$ cat config.mk
export PLATFORM = sky130hd
export DESIGN_NAME = rx_frame_assembler
export DESIGN_NICKNAME = d
export VERILOG_FILES = /design/src/rtl/rx_frame_assembler_pkg.sv /design/src/rtl/rx_pix_fifo.sv /design/src/rtl/rx_frame_assembler.sv
export SDC_FILE = /design/constraint.sdc
export NUM_CORES = 1
export LEC_CHECK = 0
export BUFFER_PORTS_ARGS = -buffer_cell sky130_fd_sc_hd__buf_2
export CAP_MARGIN = 20
export CORE_UTILIZATION = 30
export CTS_CLUSTER_SIZE = 14
export DETAILED_ROUTE_END_ITERATION = 16
export GPL_ROUTABILITY_DRIVEN = 1
export MAX_ROUTING_LAYER = met4
export SLEW_MARGIN = 20
export SYNTH_ARGS = -nofsm -noshare
export SYNTH_HDL_FRONTEND = slang
export SYNTH_SLANG_ARGS = --single-unit
export TNS_END_PERCENT = 10
$ cat constraint.sdc
create_clock -name clk -period 4.7 [get_ports clk]
set_input_delay 0.705 -clock clk [delete_from_list [all_inputs] [get_ports clk]]
set_output_delay 0.705 -clock clk [all_outputs]
set_load 0.005 [all_outputs]
$ cat src/rtl/rx_frame_assembler_pkg.sv
// Shared definitions for the receive frame assembler.
// Contents:
//   - pixel widths for RGB444 input and RGB888 output
//   - bit offsets of the {sof, eol, pix[11:0]} FIFO entry
//   - write-side FSM state enum
//   - RGB444 -> RGB888 nibble-replication helper
package rx_frame_assembler_pkg;

  localparam int RGB444_W      = 12;
  localparam int RGB888_W      = 24;
  localparam int ENTRY_W       = 14;
  localparam int ENTRY_EOL_BIT = 12;
  localparam int ENTRY_SOF_BIT = 13;

  typedef enum logic [0:0] {
    WAIT_SYNC = 1'b0,
    ACTIVE    = 1'b1
  } wr_state_e;

  // Each 4-bit channel is widened to 8 bits by repeating the nibble, so
  // 4'hF maps to 8'hFF and 4'h0 maps to 8'h00.
  function automatic logic [RGB888_W-1:0] rgb444_to_rgb888(input logic [RGB444_W-1:0] pix);
    return {pix[11:8], pix[11:8], pix[7:4], pix[7:4], pix[3:0], pix[3:0]};
  endfunction

endpackage

$ cat src/rtl/rx_pix_fifo.sv
// Synchronous pixel FIFO, 2**AW entries of W bits.
// The head entry is read straight out of the storage flops, so it is valid
// in the cycle after it is written and needs no read request.
// Ports:
//   clk, rstn   clock, asynchronous active-low reset (empties the FIFO)
//   push        write request; accepted when not full or when popping in the same cycle
//   push_data   entry to write
//   pop         read request; ignored when empty
//   rd_data     head entry (meaningful only when !empty)
//   full/empty  occupancy status
module rx_pix_fifo #(
  parameter int AW = 4,
  parameter int W  = 14
) (
  input  logic         clk,
  input  logic         rstn,
  input  logic         push,
  input  logic [W-1:0] push_data,
  input  logic         pop,
  output logic [W-1:0] rd_data,
  output logic         full,
  output logic         empty
);

  localparam int          DEPTH    = 1 << AW;
  localparam logic [AW:0] FULL_CNT = (AW+1)'(DEPTH);

  logic [W-1:0]  mem_q [DEPTH];
  logic [AW-1:0] wr_ptr_q, wr_ptr_d;
  logic [AW-1:0] rd_ptr_q, rd_ptr_d;
  logic [AW:0]   count_q, count_d;
  logic          do_push_s, do_pop_s;

  assign full    = (count_q == FULL_CNT);
  assign empty   = (count_q == {(AW+1){1'b0}});
  assign rd_data = mem_q[rd_ptr_q];

  // Pointer and occupancy update; a pop frees the slot a same-cycle push needs when full.
  always_comb begin
    do_pop_s  = pop && !empty;
    do_push_s = push && (!full || do_pop_s);
    wr_ptr_d  = do_push_s ? wr_ptr_q + {{(AW-1){1'b0}}, 1'b1} : wr_ptr_q;
    rd_ptr_d  = do_pop_s  ? rd_ptr_q + {{(AW-1){1'b0}}, 1'b1} : rd_ptr_q;
    case ({do_push_s, do_pop_s})
      2'b10:   count_d = count_q + {{AW{1'b0}}, 1'b1};
      2'b01:   count_d = count_q - {{AW{1'b0}}, 1'b1};
      default: count_d = count_q;
    endcase
  end

  // Pointer and occupancy registers.
  always_ff @(posedge clk or negedge rstn) begin
    if (!rstn) begin
      wr_ptr_q <= {AW{1'b0}};
      rd_ptr_q <= {AW{1'b0}};
      count_q  <= {(AW+1){1'b0}};
    end else begin
      wr_ptr_q <= wr_ptr_d;
      rd_ptr_q <= rd_ptr_d;
      count_q  <= count_d;
    end
  end

  // Storage array; contents are don't-care while empty, so no reset.
  always_ff @(posedge clk) begin
    if (do_push_s) begin
      mem_q[wr_ptr_q] <= push_data;
    end
  end

endmodule

$ cat src/rtl/rx_frame_assembler.sv
// Rebuilds AXI4-Stream video frames from RGB444 pixel words delivered by
// the radio receiver.
// Ports:
//   clk, rstn            clock, asynchronous active-low reset
//   RxData/RxValid       12-bit pixel word and its one-cycle qualifier
//   FrameSync            one-cycle start-of-frame pulse
//   ClrErr               clears the sticky Overflow/ShortFrame flags
//   m_axis_video_*       24-bit AXIS master (tuser = first pixel, tlast = end of line)
//   FrameDone            pulse when the last pixel of a frame is written to the FIFO
//   FrameCount           completed frames, wrapping
//   Overflow             sticky: a word was dropped because the FIFO was full
//   ShortFrame           sticky: FrameSync cut an incomplete frame short
module rx_frame_assembler
  import rx_frame_assembler_pkg::*;
#(
  parameter int H_ACTIVE = 640,
  parameter int V_ACTIVE = 480,
  parameter int FIFO_AW  = 4
) (
  input  logic                clk,
  input  logic                rstn,
  input  logic [RGB444_W-1:0] RxData,
  input  logic                RxValid,
  input  logic                FrameSync,
  input  logic                ClrErr,
  output logic [RGB888_W-1:0] m_axis_video_tdata,
  output logic                m_axis_video_tvalid,
  input  logic                m_axis_video_tready,
  output logic                m_axis_video_tuser,
  output logic                m_axis_video_tlast,
  output logic                FrameDone,
  output logic [15:0]         FrameCount,
  output logic                Overflow,
  output logic                ShortFrame
);

  localparam int PIX_W  = (H_ACTIVE > 1) ? $clog2(H_ACTIVE) : 1;
  localparam int LINE_W = (V_ACTIVE > 1) ? $clog2(V_ACTIVE) : 1;
  localparam logic [PIX_W-1:0]  LAST_PIX  = PIX_W'(H_ACTIVE - 1);
  localparam logic [LINE_W-1:0] LAST_LINE = LINE_W'(V_ACTIVE - 1);

  // Input stage
  logic [RGB444_W-1:0] rx_data_q;
  logic                rx_valid_q;
  logic                rx_sync_q;

  // Write-side FSM, counters and status
  wr_state_e          state_q, state_d;
  logic [PIX_W-1:0]   pix_q, pix_d;
  logic [LINE_W-1:0]  line_q, line_d;
  logic               sof_pend_q, sof_pend_d;
  logic [15:0]        frame_count_q, frame_count_d;
  logic               frame_done_q, frame_done_d;
  logic               short_q, short_d;
  logic               ovf_q, ovf_d;
  logic               short_evt_s, ovf_evt_s;

  // FIFO interface
  logic               wr_en_s;
  logic [ENTRY_W-1:0] wr_entry_s;
  logic [ENTRY_W-1:0] rd_entry_s;
  logic               fifo_full_s, fifo_empty_s;
  logic               pop_s, fifo_room_s;

  assign pop_s       = !fifo_empty_s && m_axis_video_tready;
  assign fifo_room_s = !fifo_full_s || pop_s;

  // Input register: one cycle of alignment for the radio-side signals.
  always_ff @(posedge clk or negedge rstn) begin
    if (!rstn) begin
      rx_data_q  <= {RGB444_W{1'b0}};
      rx_valid_q <= 1'b0;
      rx_sync_q  <= 1'b0;
    end else begin
      rx_data_q  <= RxData;
      rx_valid_q <= RxValid;
      rx_sync_q  <= FrameSync;
    end
  end

  // Write FSM: a sync is applied before a word arriving in the same cycle, so that
  // word becomes pixel 0. Counters advance even when the FIFO drops the word.
  always_comb begin
    state_d       = state_q;
    pix_d         = pix_q;
    line_d        = line_q;
    sof_pend_d    = sof_pend_q;
    frame_count_d = frame_count_q;
    frame_done_d  = 1'b0;
    wr_en_s       = 1'b0;
    wr_entry_s    = {ENTRY_W{1'b0}};
    short_evt_s   = 1'b0;
    ovf_evt_s     = 1'b0;

    if (rx_sync_q) begin
      short_evt_s = (state_q == ACTIVE);
      state_d     = ACTIVE;
      pix_d       = {PIX_W{1'b0}};
      line_d      = {LINE_W{1'b0}};
      sof_pend_d  = 1'b1;
    end else begin
      state_d = state_q;
    end

    if (rx_valid_q && (state_d == ACTIVE)) begin
      wr_en_s    = 1'b1;
      wr_entry_s = {sof_pend_d, (pix_d == LAST_PIX), rx_data_q};
      // A dropped start-of-frame word leaves sof pending for the next stored word.
      if (fifo_room_s) begin
        sof_pend_d = 1'b0;
      end else begin
        ovf_evt_s = 1'b1;
      end
      if (pix_d == LAST_PIX) begin
        pix_d = {PIX_W{1'b0}};
        if (line_d == LAST_LINE) begin
          line_d        = {LINE_W{1'b0}};
          frame_done_d  = 1'b1;
          frame_count_d = frame_count_q + 16'd1;
          state_d       = WAIT_SYNC;
        end else begin
          line_d = line_d + {{(LINE_W-1){1'b0}}, 1'b1};
        end
      end else begin
        pix_d = pix_d + {{(PIX_W-1){1'b0}}, 1'b1};
      end
    end else begin
      wr_en_s = 1'b0;
    end

    // Sticky flags: a new error event wins over a same-cycle clear.
    if (short_evt_s) begin
      short_d = 1'b1;
    end else if (ClrErr) begin
      short_d = 1'b0;
    end else begin
      short_d = short_q;
    end
    if (ovf_evt_s) begin
      ovf_d = 1'b1;
    end else if (ClrErr) begin
      ovf_d = 1'b0;
    end else begin
      ovf_d = ovf_q;
    end
  end

  // Write FSM, counter and status registers.
  always_ff @(posedge clk or negedge rstn) begin
    if (!rstn) begin
      state_q       <= WAIT_SYNC;
      pix_q         <= {PIX_W{1'b0}};
      line_q        <= {LINE_W{1'b0}};
      sof_pend_q    <= 1'b0;
      frame_count_q <= 16'd0;
      frame_done_q  <= 1'b0;
      short_q       <= 1'b0;
      ovf_q         <= 1'b0;
    end else begin
      state_q       <= state_d;
      pix_q         <= pix_d;
      line_q        <= line_d;
      sof_pend_q    <= sof_pend_d;
      frame_count_q <= frame_count_d;
      frame_done_q  <= frame_done_d;
      short_q       <= short_d;
      ovf_q         <= ovf_d;
    end
  end

  rx_pix_fifo #(
    .AW (FIFO_AW),
    .W  (ENTRY_W)
  ) u_fifo (
    .clk       (clk),
    .rstn      (rstn),
    .push      (wr_en_s),
    .push_data (wr_entry_s),
    .pop       (pop_s),
    .rd_data   (rd_entry_s),
    .full      (fifo_full_s),
    .empty     (fifo_empty_s)
  );

  // AXIS mapping; payload is forced to zero while the FIFO is empty.
  assign m_axis_video_tvalid = !fifo_empty_s;
  assign m_axis_video_tdata  = fifo_empty_s ? {RGB888_W{1'b0}}
                                            : rgb444_to_rgb888(rd_entry_s[RGB444_W-1:0]);
  assign m_axis_video_tuser  = !fifo_empty_s && rd_entry_s[ENTRY_SOF_BIT];
  assign m_axis_video_tlast  = !fifo_empty_s && rd_entry_s[ENTRY_EOL_BIT];

  assign FrameDone  = frame_done_q;
  assign FrameCount = frame_count_q;
  assign Overflow   = ovf_q;
  assign ShortFrame = short_q;

endmodule
==> impl_metrics.xml <==
<?xml version="1.0" encoding="UTF-8"?>
<metrics>
  <group name="synth">
    <metric name="ys_dominant_reg_cell" unit="">sky130_fd_sc_hd__edfxtp_1</metric>
    <metric name="synth.top_cell.area_share" unit="%">56.5</metric>
    <metric name="synth.net_count" unit="">709</metric>
    <metric name="ys_seq_elements" unit="">291</metric>
    <metric name="netlist.top_cell.by_area" unit="">sky130_fd_sc_hd__edfxtp_1</metric>
    <metric name="synth.area.top_cells" unit="">sky130_fd_sc_hd__edfxtp_1 (56%), sky130_fd_sc_hd__dfrtp_1 (14%), sky130_fd_sc_hd__mux4_2 (11%)</metric>
    <metric name="syn_avg_cell_area" unit="um2">17.5</metric>
    <metric name="async_reset_ff_share" unit="%">23.0</metric>
    <metric name="synth_area" unit="um2">11900</metric>
    <metric name="yosysMostFrequentCell" unit="">sky130_fd_sc_hd__edfxtp_1</metric>
    <metric name="synthesis.yosys.warnings" unit="">0</metric>
    <metric name="cell_count_after_synthesis" unit="">681</metric>
    <metric name="synth-edff-count" unit="">224</metric>
    <metric name="synth.distinct_cells" unit="">52</metric>
    <metric name="ys_seq_area_share" unit="%">70.6</metric>
    <metric name="synthTopCellsByCount" unit="">sky130_fd_sc_hd__edfxtp_1 (224), sky130_fd_sc_hd__dfrtp_1 (67), sky130_fd_sc_hd__mux4_2 (56), sky130_fd_sc_hd__nand2_1 (36)</metric>
  </group>
  <group name="route">
    <metric name="vias" unit="">6231</metric>
    <metric name="first_pass_iters" unit="">4</metric>
    <metric name="drc_violation_count_after_routing" unit="">0</metric>
    <metric name="avgViaCountPerCell" unit="">4.80</metric>
    <metric name="antenna_violating_nets_post_route" unit="">0</metric>
    <metric name="routed_wl" unit="mm">26.4</metric>
    <metric name="detail_route.iter0.violations" unit="">435</metric>
    <metric name="wl_per_cell" unit="um">20.4</metric>
  </group>
  <group name="worst_setup_path">
    <metric name="r2r.worst_path.cells" unit="">8</metric>
    <metric name="crit_type" unit="">register to output pin</metric>
    <metric name="crit_path_max_fanout" unit="">14</metric>
    <metric name="crit_path_start" unit="">u_fifo.count_q[1]</metric>
    <metric name="setup.worst_path.end_class" unit="">output pin</metric>
    <metric name="cp_data_arrival_time" unit="ns">2.81</metric>
    <metric name="reg2reg_slack" unit="ns">1.88</metric>
    <metric name="worst_ep_required_time" unit="ns">3.99</metric>
    <metric name="r2r_end" unit="">FrameCount[1]</metric>
    <metric name="critical_path_end" unit="">m_axis_video_tdata[8]</metric>
    <metric name="critPathLaunchType" unit="">register</metric>
    <metric name="critical_path.reg2reg.startpoint" unit="">rx_sync_q</metric>
  </group>
  <group name="sta">
    <metric name="timing.final.crit_period" unit="ns">3.52</metric>
    <metric name="fin_tns_setup" unit="ns">0</metric>
    <metric name="postLayoutSetupSlackWorst" unit="ns">1.18</metric>
    <metric name="tightestPinTransition" unit="ns">1.13</metric>
    <metric name="report.final.hold_viol_count" unit="">0</metric>
    <metric name="fmax" unit="GHz">0.284</metric>
    <metric name="hold_ws" unit="ns">0.0593</metric>
    <metric name="setup_violations" unit="">0</metric>
    <metric name="max_slew_margin" unit="%">24.4</metric>
    <metric name="timing.final.crit_share" unit="%">74.9</metric>
    <metric name="grt_setup_unrepaired" unit="">false</metric>
    <metric name="worst_clock_skew" unit="ns">0.0170</metric>
    <metric name="maxSlewViolCount" unit="">0</metric>
  </group>
  <group name="worst_hold_path">
    <metric name="hp-class" unit="">input port to asynchronous set/reset pin</metric>
  </group>
  <group name="status">
    <metric name="status" unit="">finished clean</metric>
  </group>
  <group name="floorplan">
    <metric name="floorplan.die.width" unit="um">201</metric>
    <metric name="ios" unit="">64</metric>
    <metric name="die-height" unit="um">201</metric>
    <metric name="core.rowCount" unit="">72</metric>
    <metric name="initial_utilization" unit="%">30.6</metric>
    <metric name="floorplan.die_area" unit="um2">40500</metric>
    <metric name="core_area" unit="um2">38900</metric>
  </group>
  <group name="clock_network">
    <metric name="clk_root_buf" unit="">sky130_fd_sc_hd__clkbuf_16</metric>
    <metric name="htree_levels" unit="">1</metric>
    <metric name="cts_buffers" unit="">31</metric>
    <metric name="clkSlewWorstSetupHoldPaths" unit="ns">0.06</metric>
    <metric name="cts_hold_repair.buffers" unit="">0</metric>
    <metric name="clock_insertion_delay_worst_skew" unit="ns">0.58</metric>
    <metric name="clock-sinks" unit="">291</metric>
    <metric name="cts_resized" unit="">0</metric>
    <metric name="cts_max_path_buffers" unit="">3</metric>
    <metric name="clock_tree_from_tritoncts" unit="">yes</metric>
    <metric name="post_cts.repair.setup_buffers" unit="">0</metric>
  </group>
  <group name="final_layout">
    <metric name="flow.area_growth_from_synthesis" unit="%">16.4</metric>
    <metric name="post_layout_util" unit="%">35.6</metric>
    <metric name="layout.nets" unit="">784</metric>
    <metric name="drive_above_1_share" unit="%">27.6</metric>
  </group>
  <group name="grt">
    <metric name="grt_usage" unit="%">13.8</metric>
    <metric name="grt_antenna_before_repair" unit="">1</metric>
    <metric name="first_global_vias" unit="">6456</metric>
    <metric name="grt_overflow" unit="">0</metric>
    <metric name="grt_start_max_net_pins" unit="">44</metric>
    <metric name="wire_length_of_the_first_global_routing_pass" unit="mm">40.7</metric>
  </group>
  <group name="pwr">
    <metric name="switching_share" unit="%">29.3</metric>
    <metric name="netSwitchingPower" unit="uW">2280</metric>
    <metric name="portion_of_total_power_attributed_to_sequential_cells" unit="%">43.7</metric>
    <metric name="pwr_density_cell" unit="nW/um2">561</metric>
    <metric name="power.total" unit="uW">7780</metric>
    <metric name="clkPwrFrac" unit="%">32.6</metric>
    <metric name="static-leakage-power" unit="uW">0.00500</metric>
    <metric name="power_report.internal_total" unit="uW">5500</metric>
    <metric name="max-vdd-ir-drop" unit="mV">0.303</metric>
    <metric name="power_frac_comb" unit="%">23.7</metric>
  </group>
  <group name="placement">
    <metric name="finalWeightedCongestion" unit="">0.727</metric>
    <metric name="place_worst_setup_slack" unit="ns">1.62</metric>
    <metric name="port-buffer-count" unit="">63</metric>
    <metric name="dp_hpwl" unit="mm">15.6</metric>
  </group>
  <group name="run">
    <metric name="max_cap_violations" unit="">0</metric>
  </group>
</metrics>
-- through the flow --
step | instance area [um2] | std cells
after floorplan | 11900 | 681
after global placement | 12800 | 1241
after detailed placement | 12800 | 1241
after CTS | 13900 | 1298
after global routing | 13900 | 1299
final | 13900 | 1299
-- final cells by class --
class / instances / area (um2)
Inverter: 8 / 30.0
Clock inverter: 21 / 246
Clock buffer: 36 / 815
Multi-Input combinational cell: 339 / 3220
Fill cell: 3666 / 25100
Tap cell: 518 / 648
Timing Repair Buffer: 85 / 495
Sequential cell: 291 / 8410
Antenna cell: 1 / 2.50
-- cells by family (layout without fill, tap and decap cells) --
| logic type | count (synthesis) | count (layout) | synth area share (%) |
|---|---|---|---|
| xor gates and xnor gates | 36 | 36 | 2.65 |
| other | 0 | 1 | 0 |
| AOI/OAI and AO/OA | 41 | 41 | 2.30 |
| and+or+nand+nor | 161 | 161 | 7.29 |
| buffers and inverters | 51 | 150 | 2.60 |
| muxes | 91 | 91 | 13.6 |
| DFF | 291 | 291 | 70.6 |
| adders and majority gates | 10 | 10 | 1.05 |
-- power by group through the flow --
stage                     Clock, uW  Sequential [uW]  Combinational [uW]
after floorplan                   0             3160                1590
after global placement            0             3450                1870
after detailed placement          0             3460                1880
after CTS                      2600             3400                1880
after global routing           2690             3440                2000
final                          2530             3400                1840
-- placed cells by master (no fill, tap or decap), types with 4 or more instances in the layout --
master,synthesis,layout
sky130_fd_sc_hd__and2_1,14,14
sky130_fd_sc_hd__and3_1,5,5
sky130_fd_sc_hd__buf_2,6,62
sky130_fd_sc_hd__buf_4,17,22
sky130_fd_sc_hd__bufinv_16,0,5
sky130_fd_sc_hd__clkbuf_16,0,31
sky130_fd_sc_hd__clkinv_1,0,4
sky130_fd_sc_hd__clkinv_2,0,9
sky130_fd_sc_hd__dfrtp_1,67,64
sky130_fd_sc_hd__edfxtp_1,224,224
sky130_fd_sc_hd__ha_1,10,10
sky130_fd_sc_hd__inv_1,6,6
sky130_fd_sc_hd__mux2i_1,33,33
sky130_fd_sc_hd__mux4_2,56,56
sky130_fd_sc_hd__nand2_1,36,36
sky130_fd_sc_hd__nand2b_1,6,6
sky130_fd_sc_hd__nand3_1,11,11
sky130_fd_sc_hd__nand4_1,14,14
sky130_fd_sc_hd__nor2_1,33,33
sky130_fd_sc_hd__nor2b_1,9,9
sky130_fd_sc_hd__nor3_1,14,10
sky130_fd_sc_hd__nor3_2,0,4
sky130_fd_sc_hd__o21ai_0,9,9
sky130_fd_sc_hd__o22ai_1,15,15
sky130_fd_sc_hd__xnor2_1,26,26
sky130_fd_sc_hd__xor2_1,10,10
-- metal layers --
layer	track usage, %	routed length [um]	up-vias
li1	-	-	2783
met1	18.2	11600	3235
met2	21.9	12900	176
met3	2.66	1450	37
met4	3.22	473	0
met5	-	0	-
-- flip-flops by register name, summed over array words and instances, names as in the netlist --
signal / flops
FrameCount: 16
Overflow: 1
u_fifo.wr_ptr_q: 4
ShortFrame: 1
sof_pend_q: 1
rx_data_q: 12
rx_sync_q: 1
pix_q: 10
state_q: 1
rx_valid_q: 1
line_q: 9
u_fifo.mem_q: 224
u_fifo.rd_ptr_q: 4
u_fifo.count_q: 5
FrameDone: 1
-- worst min-delay path by stage --
stage	from	slack, ns	cells past startpoint	to
6_report	rstn	0.06	1	ShortFrame
5_1_grt	rstn	0.07	1	ShortFrame
4_1_cts	rstn	0.05	1	ShortFrame
3_5_place_dp	FrameCount[15]	0.48	1	FrameCount[15]
3_3_place_gp	FrameCount[15]	0.46	1	FrameCount[15]
2_1_floorplan	rstn	0.41	0	FrameCount[0]
-- critical path: stages, from the launching register on --
cell	delay, ns
sky130_fd_sc_hd__dfrtp_1	0.46
sky130_fd_sc_hd__or4_4	0.61
sky130_fd_sc_hd__nor2_4	0.19
sky130_fd_sc_hd__inv_2	0.10
sky130_fd_sc_hd__nand2_2	0.39
sky130_fd_sc_hd__o22ai_1	0.29
sky130_fd_sc_hd__buf_2	0.21
(Power assumes the default switching activity.)
